==> src/rtl/imem_loader_pkg.sv <==
// Shared types and constants for the instruction-memory loader.
package imem_loader_pkg;

    typedef enum logic [1:0] {
        IDLE  = 2'd0,
        RECV  = 2'd1,
        WRITE = 2'd2,
        DONE  = 2'd3
    } state_t;

    localparam int          BYTES_PER_WORD = 4;
    localparam logic [1:0]  LAST_BYTE_IDX  = 2'(BYTES_PER_WORD - 1);
    localparam logic [31:0] ADDR_INC       = 32'd4;

endpackage

==> src/rtl/idle_timer.sv <==
// Counts enabled cycles up to IDLE_TIMEOUT and then holds there with expired set.
module idle_timer #(
    parameter int IDLE_TIMEOUT = 1000000
) (
    input  logic clk_i,
    input  logic reset,
    input  logic clear,
    input  logic enable,
    output logic expired
);

    localparam int              CW    = $clog2(IDLE_TIMEOUT + 1);
    localparam logic [CW-1:0]   LIMIT = CW'(IDLE_TIMEOUT);

    logic [CW-1:0] count;

    always_ff @(posedge clk_i) begin
        if (reset || clear)
            count <= '0;
        else if (enable && count != LIMIT)
            count <= count + 1'b1;
    end

    assign expired = (count == LIMIT);

endmodule

==> src/rtl/imem_loader.sv <==
// Streams UART bytes into instruction RAM as little-endian 32-bit words.
// Optional checksum_o output is built when IMEM_LOADER_CHECKSUM_EN is defined.
module imem_loader
    import imem_loader_pkg::*;
#(
    parameter int ADDR_W       = 14,
    parameter int IDLE_TIMEOUT = 1000000
) (
    input  logic              clk_i,
    input  logic              reset,
    input  logic              start_i,
    input  logic              byte_valid_i,
    input  logic [7:0]        byte_i,
    output logic              byte_ready_o,
    output logic              wr_en_o,
    output logic [31:0]       wr_addr_o,
    output logic [31:0]       wr_data_o,
    output logic              busy_o,
    output logic              done_o,
`ifdef IMEM_LOADER_CHECKSUM_EN
    output logic [ADDR_W:0]   word_count_o,
    output logic [7:0]        checksum_o
`else
    output logic [ADDR_W:0]   word_count_o
`endif
);

    state_t        state, state_nxt;
    logic [31:0]   addr;
    logic [31:0]   word;
    logic [1:0]    idx;
    logic [ADDR_W:0] count;
    logic          flush;
    logic          xfer;
    logic          expired;
    logic          at_last;

    assign xfer    = byte_valid_i && (state == RECV);
    assign at_last = &addr[ADDR_W+1:2];

    idle_timer #(.IDLE_TIMEOUT(IDLE_TIMEOUT)) u_timer (
        .clk_i   (clk_i),
        .reset   (reset),
        .clear   (xfer || state == IDLE),
        .enable  (state == RECV && !xfer),
        .expired (expired)
    );

    always_ff @(posedge clk_i) begin
        if (reset) state <= IDLE;
        else       state <= state_nxt;
    end

    always_comb begin
        state_nxt    = state;
        byte_ready_o = 1'b0;
        wr_en_o      = 1'b0;
        busy_o       = 1'b1;
        done_o       = 1'b0;
        case (state)
            IDLE: begin
                busy_o = 1'b0;
                if (start_i) state_nxt = RECV;
            end
            RECV: begin
                byte_ready_o = 1'b1;
                if (xfer) begin
                    if (idx == LAST_BYTE_IDX) state_nxt = WRITE;
                end else if (expired) begin
                    state_nxt = (idx == 2'd0) ? DONE : WRITE;
                end
            end
            WRITE: begin
                wr_en_o   = 1'b1;
                // The last RAM word ends the load so the address never wraps.
                state_nxt = (flush || at_last) ? DONE : RECV;
            end
            DONE: begin
                done_o    = 1'b1;
                state_nxt = IDLE;
            end
            default: state_nxt = IDLE;
        endcase
    end

    always_ff @(posedge clk_i) begin
        if (reset) begin
            addr  <= '0;
            word  <= '0;
            idx   <= '0;
            count <= '0;
            flush <= 1'b0;
        end else begin
            case (state)
                IDLE: if (start_i) begin
                    addr  <= '0;
                    word  <= '0;
                    idx   <= '0;
                    count <= '0;
                    flush <= 1'b0;
                end
                RECV: begin
                    if (xfer) begin
                        word[{idx, 3'b000} +: 8] <= byte_i;
                        idx <= idx + 2'd1;
                    end else if (expired && idx != 2'd0) begin
                        flush <= 1'b1;
                    end
                end
                WRITE: begin
                    // Clearing the word here provides the zero padding for a partial flush.
                    word  <= '0;
                    idx   <= '0;
                    count <= count + 1'b1;
                    if (!at_last) addr <= addr + ADDR_INC;
                end
                default: ;
            endcase
        end
    end

    assign wr_addr_o    = wr_en_o ? addr : 32'd0;
    assign wr_data_o    = wr_en_o ? word : 32'd0;
    assign word_count_o = count;

`ifdef IMEM_LOADER_CHECKSUM_EN
    logic [7:0] cksum;

    always_ff @(posedge clk_i) begin
        if (reset || (state == IDLE && start_i))
            cksum <= '0;
        else if (xfer)
            cksum <= cksum + byte_i;
    end

    assign checksum_o = cksum;
`endif

endmodule

==> config.mk <==
export PLATFORM = sky130hd
export DESIGN_NAME = imem_loader
export DESIGN_NICKNAME = d
export VERILOG_FILES = /design/src/rtl/imem_loader_pkg.sv /design/src/rtl/idle_timer.sv /design/src/rtl/imem_loader.sv
export SDC_FILE = /design/constraint.sdc
export NUM_CORES = 1
export LEC_CHECK = 0
export BUFFER_PORTS_ARGS = -buffer_cell sky130_fd_sc_hd__buf_2
export CAP_MARGIN = 20
export CORE_MARGIN = 2
export CORE_UTILIZATION = 45
export CTS_CLUSTER_SIZE = 20
export DETAILED_ROUTE_END_ITERATION = 8
export GPL_ROUTABILITY_DRIVEN = 0
export PLACE_DENSITY = 0.66
export REMOVE_ABC_BUFFERS = 1
export SLEW_MARGIN = 20
export SYNTH_ARGS = -nofsm -noshare
export SYNTH_HDL_FRONTEND = slang
export SYNTH_SLANG_ARGS = --single-unit
==> constraint.sdc <==
create_clock -name clk_i -period 3 [get_ports clk_i]
set_input_delay 0.3 -clock clk_i [delete_from_list [all_inputs] [get_ports clk_i]]
set_output_delay 0.3 -clock clk_i [all_outputs]
set_load 0.05 [all_outputs]
-- Word level (Yosys, flattened, before mapping)
Cells that the tools add are included.
- memories kept: 0
- bits in writable memories: 0
- memory bits (read-only): 0
- input port bits: 12
- bits in registers: 104
- bits in latches: 0
- bitwise gates (word level): 0
- muxes and demuxes: 28
- add/sub/neg operators: 5
- $lt $le $gt $ge: 0
- divide/modulo/power cells: 0
- $mul: 0
- reductions and logical operators: 20
- shift operators: 2
- equality and inequality tests: 13
- operator list (operator ; count):
    $mux 32 ; 5
    $pmux 32 s3 ; 1
    $pmux 32 s2 ; 1
    $add 32x3->32 const B ; 1
    $bwmux 32 ; 1
    $shift 8x7->32 const A ; 1
    $shiftx 8x7->32 ; 1
    $pmux 15 s2 ; 1
    $add 20x1->20 const B ; 1
    $eq 20x20->1 const B ; 1
    $ne 20x20->1 const B ; 1
    $add 15x1->15 const B ; 1
    $mux 15 ; 1
    $mux 2 ; 7
    $reduce_and 14->1 ; 1
    $reduce_and 3->1 ; 3
    $mux 1 ; 8
    $ne 2x2->1 const B ; 4
    $pmux 2 s4 ; 1
    $neg 5->7 ; 1
    $eq 2x2->1 const B ; 3
    $pmux 2 s3 ; 1
    $reduce_bool 2->1 ; 3
    $logic_and 1x1->1 ; 4
    12 further kinds ; 15

-- Depth between registers and ports, before layout
- depth in word-level cells: 5
- gate-level depth with buffers: 8
- depth with buffers taken out: 7

-- Cells and area by module
Synthesis repeated with hierarchy kept, for this count alone.
- cells, all modules: 627
- area total of the unflattened synthesis: 5276.3 µm²
- modules (own cells, without submodules) (module ; cells each ; area an instance (µm²) ; instances):
    imem_loader ; 510 ; 4275.4 ; 1
    idle_timer ; 117 ; 1001.0 ; 1

-- Least setup slack after synthesis
OpenSTA, ideal clock, no wires.
- path type: flip-flop to output port
- start point: register state[1]
- end point: output port wr_data_o[22]
- data arrival time: 2.015 ns
- cell stages (with the launch flop): 6
- data required time: 2.700 ns
- slack: 0.685 ns
- path through: dfxtp_1 > buf_2 > clkbuf_1 > nor2b_1 > clkbuf_1 > and2_1
- longest elaborated chain between the ends: 3
- ends and longest elaborated chain (what ; line ; text):
    from (decl) ; imem_loader.sv:28 ; state_t state, state_nxt;
    from (signal assigned) ; imem_loader.sv:51 ; else state <= state_nxt;
    $eq 2x2->1 ; imem_loader.sv:60 ; case (state)
    $mux 1 ; imem_loader.sv:60 ;
    via wr_en_o ; imem_loader.sv:15 ; output logic wr_en_o,
    $mux 32 ; imem_loader.sv:123 ; assign wr_data_o = wr_en_o ? word : 32'd0;
    to (decl) ; imem_loader.sv:17 ; output logic [31:0] wr_data_o,
The timed path passes the listed nets, and every way through them passes these cells.

-- Worst setup path after layout
- start point: register state[1]
- end point: output port wr_addr_o[4]
- longest elaborated chain between the ends: 3
- ends and longest elaborated chain (what ; line ; text):
    $eq 2x2->1 ; imem_loader.sv:60 ;
    $mux 1 ; imem_loader.sv:60 ;
    $mux 32 ; imem_loader.sv:122 ; assign wr_addr_o = wr_en_o ? addr : 32'd0;
    to (decl) ; imem_loader.sv:16 ; output logic [31:0] wr_addr_o,
No other way between the ends.

==> impl_metrics.csv <==
group,metric,value,unit
run_status,outcome,"complete, no violations",
hold_path,holdCritStartpoint,"byte_i[7]",
grt,grt_overflow,0,
sta,timing.fmax,0.377,GHz
critical_path,r2r-end,"word[10]$_SDFFE_PP0P_",
clock_tree,postCtsResizedCells,0,
cells_and_area,instances_no_fill,819,
clock_tree,clk_pin_slew,100,ps
grt,groute.usage.overall,19.8,%
floorplanning,die_h,108,um
sta,final.setup.worst_slack,350,ps
critical_path,critPathCaptureType,"primary output",
logic_synthesis,ys_warn_count,0,
logic_synthesis,synth-seq-cells,102,
placed_design,io_buffers,92,
critical_path,crit_path_top_delay_cell,"dfxtp_1",
grt,grt_pass1_vias,4028,
clock_tree,cts_tree,"done",
critical_path,worstPathMaxFanout,32,
cells_and_area,area_growth,16.4,%
critical_path,worstPathRequired,2700,ps
grt,grt_pass1_wl,18800,um
logic_synthesis,synth_top_family_by_area,"simple AND/OR/NAND/NOR gates",
floorplanning,start_util,45.6,%
clock_tree,cts_hold_buf,0,
pwr,finalPower,0.00258,W
logic_synthesis,syn_avg_cell_area,8.21,um2
clock_tree,h-tree-depth,3,
logic_synthesis,ys_types,52,
sta,skew,13.6,ps
clock_tree,cts.sinks,102,
logic_synthesis,synth-adder-area-share,2.05,%
drt,drtPass1Iterations,5,
grt,grt_max_degree,38,
logic_synthesis,synth_compound_area_share,11.0,%
drt,viasPerCell,5.30,
logic_synthesis,synth_edf_count,0,
critical_path,start_kind,"flip-flop",
logic_synthesis,synth-simple-area-share,34.0,%
critical_path,r2r-start,"state[1]$_SDFFE_PP0P_",
cells_and_area,nNetsFinal,696,
floorplanning,dieArea,11700,um2
critical_path,crit_arrival,2350,ps
floorplanning,chipWidth,108,um
cells_and_area,drive_gt1_share,19.0,%
cells_and_area,diodes,0,
logic_synthesis,synthXorXnorAreaFrac,7.36,%
floorplanning,core,10700,um2
run,cap_violations,0,
drt,wl_per_cell,13.9,um
cells_and_area,final_util,53.1,%
sta,setup-violations-final,0,
placed_design,dp_cells,805,
drt,routed_wl,11400,um
logic_synthesis,async_reset_ff_share,0,%
floorplanning,num_rows,38,
critical_path,critPathBufInv,2,
pwr,vdd_drop_max,0.000221,V
logic_synthesis,dominantRegCellSynth,"dfxtp_1",
drt,ant_nets,0,
sta,finalHoldViolations,0,
sta,period_share,88.3,%
logic_synthesis,syn_inst,594,
logic_synthesis,synth_area,4880,um2
sta,fin_crit,2650,ps
sta,timing_max_transition_violations_final,0,
hold_path,hold_class,"in2reg",
sta,max_slew_margin,46.6,%
placed_design,post-place-ws,719,ps
floorplanning,io-pin-count,95,
critical_path,crit_chain,"nor2b_4, buf_4, and2_1, buf_2",
clock_tree,cts_made_buffers,9,
clock_tree,root_buffer,"clkbuf_8",
sta,rsz0062_at_grt,"no",
pwr,power_density,455,nW/um2
drt,num_vias,4342,
clock_tree,cts_setup_buffers,0,
drt,drt_first_iter_violations,276,
logic_synthesis,synthMuxAreaShare,0.436,%
sta,worst_pin_slew,795,ps
logic_synthesis,yosysSeqAreaShare,41.9,%
placed_design,dp_hpwl,8080,um
grt,antenna_found_initial,0,
critical_path,ff2ff_path_depth,5,
drt,drc,0,
critical_path,crit_type,"reg2out",
clock_tree,clockBufferDepth,2,
pwr,leakagePower,2.19,nW
critical_path,path_delay_family,"simple AND/OR/NAND/NOR gates",
critical_path,worst-r2r-setup-slack,680,ps
hold_path,hold_depth,3,
critical_path,critPathMaxStageDelay,630,ps
clock_tree,clk_latency,370,ps
hold_path,holdPathEnd,"word[23]$_SDFFE_PP0P_",
-- where the power goes --
part / internal [W] / switching, W
registers: 0.00136 / 0.0000132
clock network: 0.000551 / 0.000483
logic: 0.0000392 / 0.000134
-- Yosys cell counts, types with 3 or more instances --
cell type / count / share of area (%)
or3_1: 11 / 1.4
clkbuf_1: 23 / 1.8
or2_2: 5 / 0.64
and4_1: 3 / 0.54
xor2_1: 26 / 4.7
nor3_1: 8 / 0.82
a21oi_1: 34 / 3.5
nand2_1: 48 / 3.7
xnor2_1: 15 / 2.7
o21ai_1: 3 / 0.31
and2_1: 68 / 8.7
nand2b_1: 3 / 0.38
dfxtp_1: 102 / 42
and3_1: 4 / 0.51
o21ai_0: 11 / 1.1
nand4_1: 17 / 2.2
a31oi_1: 6 / 0.77
a22oi_1: 18 / 2.8
nor2_1: 89 / 6.8
inv_1: 13 / 1.0
nor4_2: 3 / 0.77
nor4b_1: 3 / 0.54
ha_1: 8 / 2.1
nand3_1: 37 / 3.8
nor4_1: 4 / 0.51
-- state kept, by name (all words and copies together), names as in the netlist --
| name | cells |
|---|---|
| addr | 30 |
| flush | 1 |
| idx | 2 |
| state | 2 |
| u_timer.count | 20 |
| word | 32 |
| word_count_o | 15 |
-- worst min-delay path, cell delays in order --
cell,delay (ps)
buf_2,130
nand3_1,70
a21oi_1,60
-- per-layer routing --
metal	wire length, um	vias to the layer above	global-route usage [%]
li1	-	2203	-
met1	5340	2015	26.1
met2	5310	115	32.8
met3	652	9	4.52
met4	108	0	4.85
met5	0	-	0
-- layout by cell type, fill, tap and decap left out, types with 4 or more instances in the layout --
master,instances
or2_2,5
and3_1,4
a21oi_1,34
buf_2,92
nor2_1,89
nor4_1,4
o21ai_0,11
nand3_1,37
and2_1,68
nand2_1,48
nor3_1,8
inv_1,13
xor2_1,26
ha_1,8
buf_4,4
dfxtp_1,102
or3_1,11
a22oi_1,18
xnor2_1,15
a31oi_1,6
clkbuf_8,9
nand4_1,17
-- how the worst max path moves through the flow --
stage	from	end	slack [ps]	cells past startpoint
floorplan	state[1]$_SDFFE_PP0P_	addr[4]$_SDFFE_PP0P_	-690	4
global placement	state[1]$_SDFFE_PP0P_	word[30]$_SDFFE_PP0P_	810	5
detailed placement	state[1]$_SDFFE_PP0P_	word[10]$_SDFFE_PP0P_	720	5
CTS	state[1]$_SDFFE_PP0P_	wr_addr_o[4]	310	4
global route	state[1]$_SDFFE_PP0P_	wr_addr_o[4]	130	4
finish	state[1]$_SDFFE_PP0P_	wr_addr_o[4]	350	4
-- cell families after synthesis --
logic type      count (synthesis)
compound gates                 85
other cells                     1
buf+inv                        40
mux                             2
simple gates                  315
xor+xnor                       41
fa+ha+maj                       8
flops                         102
-- metrics by stage --
step                      setup TNS (ps)  hold WS [ps]  area [um2]
final                                  0           215        5680
after global routing                   0           200        5680
after CTS                              0           200        5680
after detailed placement               0           441        5450
after global placement                 0           437        5450
after floorplan                   -36880           369        4780
-- layout make-up --
type | instances | area [um2]
Tap cell | 140 | 175
Clock buffer | 9 | 124
Inverter | 14 | 52.6
Clock inverter | 5 | 108
Fill cell | 1057 | 5020
Sequential cell | 102 | 2040
Timing Repair Buffer | 96 | 490
Multi-Input combinational cell | 453 | 2690
Note: power is estimated with default switching activity, not from simulation.
